[config.mk]
export PLATFORM = sky130hd
export DESIGN_NAME = alu_decoder
export DESIGN_NICKNAME = d
export VERILOG_FILES = /design/src/rtl/alu_decoder.sv
export SDC_FILE = /design/constraint.sdc
export NUM_CORES = 1
export LEC_CHECK = 0
export CORE_AREA = 3 3 40 42
export CTS_BUF_LIST = sky130_fd_sc_hd__clkbuf_4
export CTS_CLUSTER_DIAMETER = 100
export DETAILED_ROUTE_END_ITERATION = 10
export DIE_AREA = 0 0 43 45
export HOLD_SLACK_MARGIN = 0.12
export MAX_ROUTING_LAYER = met4
export PLACE_DENSITY_LB_ADDON = 0.25
export SLEW_MARGIN = 0
export SYNTH_ARGS = -nofsm -noshare
export SYNTH_HDL_FRONTEND = slang
export SYNTH_SLANG_ARGS = --single-unit
[constraint.sdc]
create_clock -name clk -period 3.4 [get_ports clk]
set_clock_uncertainty 0.2 [all_clocks]
set_input_delay 0.34 -clock clk [delete_from_list [all_inputs] [get_ports clk]]
set_output_delay 0.34 -clock clk [all_outputs]
set_load 0.03 [all_outputs]
[src/rtl/alu_decoder.sv]
// ALU control decoder for a single-cycle MIPS datapath.
//
// Turns the main decoder's ALUOp class and the R-type Funct field into the
// 3-bit ALUControl code for the ALU. The decode is purely combinational, so it
// adds no cycles to the datapath. A sticky flop remembers whether an
// unsupported ALUOp/Funct pair was present at any clock edge since reset.
//
// Ports:
//   clk          in   1  system clock
//   rst_n        in   1  asynchronous active-low reset
//   ALUOp        in   2  ALU operation class from the main decoder
//   Funct        in   6  instruction[5:0], R-type function field
//   ALUControl   out  3  ALU operation select (combinational)
//   IllegalOp    out  1  current ALUOp/Funct pair is unsupported (combinational)
//   IllegalSeen  out  1  sticky: IllegalOp was high at some clk edge since reset
module alu_decoder #(
  parameter logic [2:0] DEFAULT_CTRL = 3'b010
) (
  input  logic       clk,
  input  logic       rst_n,
  input  logic [1:0] ALUOp,
  input  logic [5:0] Funct,
  output logic [2:0] ALUControl,
  output logic       IllegalOp,
  output logic       IllegalSeen
);

  // ALUOp classes
  localparam logic [1:0] OpMem    = 2'b00;
  localparam logic [1:0] OpBranch = 2'b01;
  localparam logic [1:0] OpRType  = 2'b10;

  // R-type function codes
  localparam logic [5:0] FnAdd = 6'b100000;
  localparam logic [5:0] FnSub = 6'b100010;
  localparam logic [5:0] FnAnd = 6'b100100;
  localparam logic [5:0] FnOr  = 6'b100101;
  localparam logic [5:0] FnSlt = 6'b101010;

  // ALU control codes
  localparam logic [2:0] CtrlAnd = 3'b000;
  localparam logic [2:0] CtrlOr  = 3'b001;
  localparam logic [2:0] CtrlAdd = 3'b010;
  localparam logic [2:0] CtrlSub = 3'b110;
  localparam logic [2:0] CtrlSlt = 3'b111;

  logic [2:0] alu_control;
  logic       illegal_op;
  logic       illegal_seen_d, illegal_seen_q;

  // Defaults cover every unsupported combination, so no path can latch.
  always_comb begin
    alu_control = DEFAULT_CTRL;
    illegal_op  = 1'b0;
    case (ALUOp)
      OpMem:    alu_control = CtrlAdd;
      OpBranch: alu_control = CtrlSub;
      OpRType: begin
        case (Funct)
          FnAdd:   alu_control = CtrlAdd;
          FnSub:   alu_control = CtrlSub;
          FnAnd:   alu_control = CtrlAnd;
          FnOr:    alu_control = CtrlOr;
          FnSlt:   alu_control = CtrlSlt;
          default: illegal_op  = 1'b1;
        endcase
      end
      default: illegal_op = 1'b1;  // reserved ALUOp=11
    endcase
  end

  always_comb begin
    illegal_seen_d = illegal_seen_q | illegal_op;
  end

  always_ff @(posedge clk or negedge rst_n) begin
    if (!rst_n) begin
      illegal_seen_q <= 1'b0;
    end else begin
      illegal_seen_q <= illegal_seen_d;
    end
  end

  assign ALUControl  = alu_control;
  assign IllegalOp   = illegal_op;
  assign IllegalSeen = illegal_seen_q;

endmodule

; Word level (Yosys, flattened, before mapping)
; Cells that the tools add are included.
[word_totals]
register_bits = 1
in_bits = 10
output_inout_bits = 5
wordCells = 16
[op_classes]
n_eq_ne = 7
n_mux = 4
bitwise_logic = 1
reduce_logical = 3
[op_table]
columns = op, count
row1 = $eq A6 B6 Y1 const B, 5
row2 = $pmux W3 S4, 1
row3 = $pmux W3 S2, 1
row4 = $reduce_or A5 Y1, 1
row5 = $eq A2 B1 Y1 const B, 1
row6 = $eq A2 B2 Y1 const B, 1
row7 = $logic_not A2 Y1, 1
row8 = $pmux W1 S2, 1
row9 = $reduce_or A2 Y1, 1
row10 = $mux W1, 1
row11 = $or A1 B1 Y1, 1

; Depth between registers and ports, before layout
; Gate-level depths: netlist of run 1.
[logic_depth]
depth_word = 5
mapped_depth = 5
ltp_nobuf = 5

; Worst setup path after synthesis of run 1
; No wires, ideal clock.
[synth_timing]
path_kind = input -> output
from = in Funct[1]
to = out ALUControl[0]
arrival_ns = 1.615
required_time_ns = 2.860
setup_slack_ns = 1.245
cell_stages = 3
n_path_buf = 0
path_cell_list = or4b_1 or2_1 o22ai_1
[synth_between]
elab_chain_cells = 3
word_cells_on_any_way = 6
classes_between = eq/ne (4) / mux (2)
[synth_rtl]
columns = item, line
row1 = start: declaration, 22  ; input logic [5:0] Funct,
row2 = $eq A6 B6 Y1, 59  ; case (Funct)
row3 = $pmux W3 S4 (*), 59
row4 = $pmux W3 S2 (*), 55  ; case (ALUOp)
row5 = end: declaration, 23  ; output logic [2:0] ALUControl,
; Mark *: on every way between the ends. The rest lies on a longest branch, timed or not.

; Final worst setup path of run 1
[layout_timing]
from = in Funct[3]
to = out ALUControl[1]
; The elaborated chain is that of the path after synthesis.

==> results_dict.tcl, run 1 <==
set metrics [dict create \
    grt.overflow.total 0 \
    layout.cell_area.non_filler_sq_um 342.8 \
    post-cts-setup-buffers 0 \
    place_inst 54 \
    start_util 0.1431 \
    finish.net_count 54 \
    area_growth_pct 86.40 \
    power.ir.vdd_worst_uv 41.54 \
    clkTransAtPathRegs_ns 0 \
    antenna_found_initial 0 \
    cell_with_the_largest_stage_delay_on_the_worst_path "sky130_fd_sc_hd__clkdlybuf4s50_1" \
    timing.critical_path.cells "clkdlybuf4s50_1 > or4b_1 > or2_1 > a211o_1 > clkdlybuf4s50_1" \
    vert_die_dim_microns 45 \
    worst-path-max-fanout 2 \
    fin_crit_sh 0.8725 \
    count_of_state_elements_after_synthesis 1 \
    crit_type "input port to output port" \
    hold_path_startpoint "IllegalSeen" \
    delay_contributed_by_the_slowest_stage_of_the_critical_path_ns 0.59 \
    netlist_instances 25 \
    max_freq_mhz 337.1 \
    number_of_global_route_vias_before_repair 198 \
    globalRouteTotalUtil 0.05133 \
    endpoint_type_of_the_worst_setup_path "output port" \
    design.die.area_sq_mm 0.001935 \
    min_path_type "register to register" \
    gpl.final_weighted_congestion 0.7281 \
    cp.required_ns 2.86 \
    drtPass1Iterations 2 \
    rows 13 \
    largest_reg_flops 1 \
    i_o_pin_count 15 \
    synth_area_per_cell_sq_um 7.357 \
    cp.arrival_ns 2.43 \
    wl_microns 514 \
    hold_violations 0 \
    utilization 0.2668 \
    finalCriticalPeriod_ns 2.967 \
    outcome "finished clean" \
    leakage_nw 0.1324 \
    dr_total_vias 217 \
    source_of_the_critical_timing_path "Funct[3]" \
    number_of_different_library_cells_in_the_post_synthesis_netlist 17 \
    setup_viol_count_final 0 \
    drt_drc_violations_left 0 \
    cts.hold.buffers_added 0 \
    worst_pin_slew_ns 0.3152 \
    grt_first_pass_wirelength_microns 800 \
    vias_per_cell 4.019 \
    die_width_microns 43 \
    post_synth_instance_area_sq_um 183.9 \
    start_kind "input port" \
    floorplan.core_area_sq_mm 0.001285 \
    cts_resized 0 \
    yosys_warnings 0 \
    worstSkewPairLatency_ns 0 \
    final-max-slew-violation-count 0 \
    routedWlPerCell_microns 9.519 \
    syn-num-nets 38 \
    grt_setup_unrepaired "false" \
    layout.cells.non_filler 54 \
    max_slew_margin 0.7892 \
    postPlaceCellArea_sq_um 342.8 \
    fin_worst_hold_slack_ns 0.2614 \
    diodes 0 \
    power_density_mw_per_mm2 143.8 \
    max_cap_violations 0 \
    synth.yosys.seq_area_share 0.1361 \
    launching_point_of_the_worst_reg2reg_path "IllegalSeen" \
    finalSetupTns_ns 0 \
    detail_route.iter0.violations 2 \
    drive_gt1_frac 0.02564 \
    buffer_ports.inserted 14 \
    grt_max_degree 8 \
    fillerInstances 145 \
    crit_path_frequent_cell "sky130_fd_sc_hd__clkdlybuf4s50_1" \
    postRouteAntennaNets 0 \
]
==> critical path: cells and delay by family <==
family                 cells  cell delay [ns]
buffers and inverters      2             1.02
and+or+nand+nor            2             0.78
AOI/OAI and AO/OA          1             0.29
==> cell usage after synthesis, drive strengths merged <==
master,number,area [sq um]
inv,4,15.01
ha,3,37.54
nand2,3,11.26
nand3,2,10.01
or2,2,12.52
a211o,1,8.760
dfrtp,1,25.02
nand4bb,1,11.26
nor2,1,3.750
nor2b,1,6.260
nor3,1,5.000
o21ai,1,5.000
o221ai,1,8.760
o22ai,1,6.260
o31ai,1,7.510
or4b,1,10.01
==> worst paths after layout <==
| check | to | slack, ns | depth (start not counted) |
|---|---|---|---|
| hold reg to reg | IllegalSeen | 0.26 | 2 |
| min in group asynchronous | IllegalSeen | 0.29 | 1 |
| setup reg to reg | IllegalSeen | 2.56 | 2 |
| hold / removal | IllegalSeen | 0.26 | 2 |
| setup / recovery | ALUControl[1] | 0.43 | 5 |
| max in group asynchronous | IllegalSeen | 2.61 | 1 |
==> through the flow <==
step	setup WS, ns	total power, mW
after CTS	0.4160	0.04998
after global routing	0.3666	0.05281
after floorplan	1.245	0.03014
after detailed placement	0.4281	0.04971
after global placement	0.4262	0.04991
final	0.4335	0.04929
==> cell families (layout without fill, tap and decap cells) <==
| logic type | after synthesis | count (layout) | share of synthesized area |
|---|---|---|---|
| flops | 1 | 1 | 0.1360 |
| fa+ha+maj | 3 | 3 | 0.2041 |
| buf+inv | 4 | 18 | 0.08161 |
| compound gates | 5 | 5 | 0.1973 |
| simple gates | 12 | 12 | 0.3810 |
==> power breakdown <==
| group | leakage (nW) | internal, mW | total, mW | switching, mW |
|---|---|---|---|---|
| logic | 0.124 | 0.0200 | 0.0372 | 0.0172 |
| clock network | 0 | 0 | 0 | 0 |
| registers | 0.00875 | 0.0121 | 0.0121 | 0.0000000000792 |
| total | 0.132 | 0.0321 | 0.0493 | 0.0172 |
==> cell usage in the layout (no fill, tap or decap), types with 2 or more instances in the layout <==
cell,netlist,final
sky130_fd_sc_hd__clkdlybuf4s50_1,0,14
sky130_fd_sc_hd__ha_1,3,3
sky130_fd_sc_hd__inv_1,4,4
sky130_fd_sc_hd__nand2_1,3,3
sky130_fd_sc_hd__nand3_1,2,2
==> per-layer routing <==
layer  track usage  share of wire  vias up
li1              -              -      118
met1       0.06220           0.41       96
met2        0.1018           0.56        3
met3             0          0.025        0
met4             0              0        0
met5             -              0        -
==> area by class of cell <==
type	instances	area, sq um	share of cell area
tap	15	18.77	0.05474
inverter	4	15.01	0.04380
timing repair buffer	14	140.1	0.4088
sequential	1	25.02	0.07299
multi-input combinational	20	143.9	0.4197
No activity file was read; power rests on OpenSTA's default activity.
==> inputs of run 2 (changes only) <==
SLEW_MARGIN = default   (was 0)
==> results of run 2 <==
No change in the layout: final DEF, timing and power equal those of run 1.
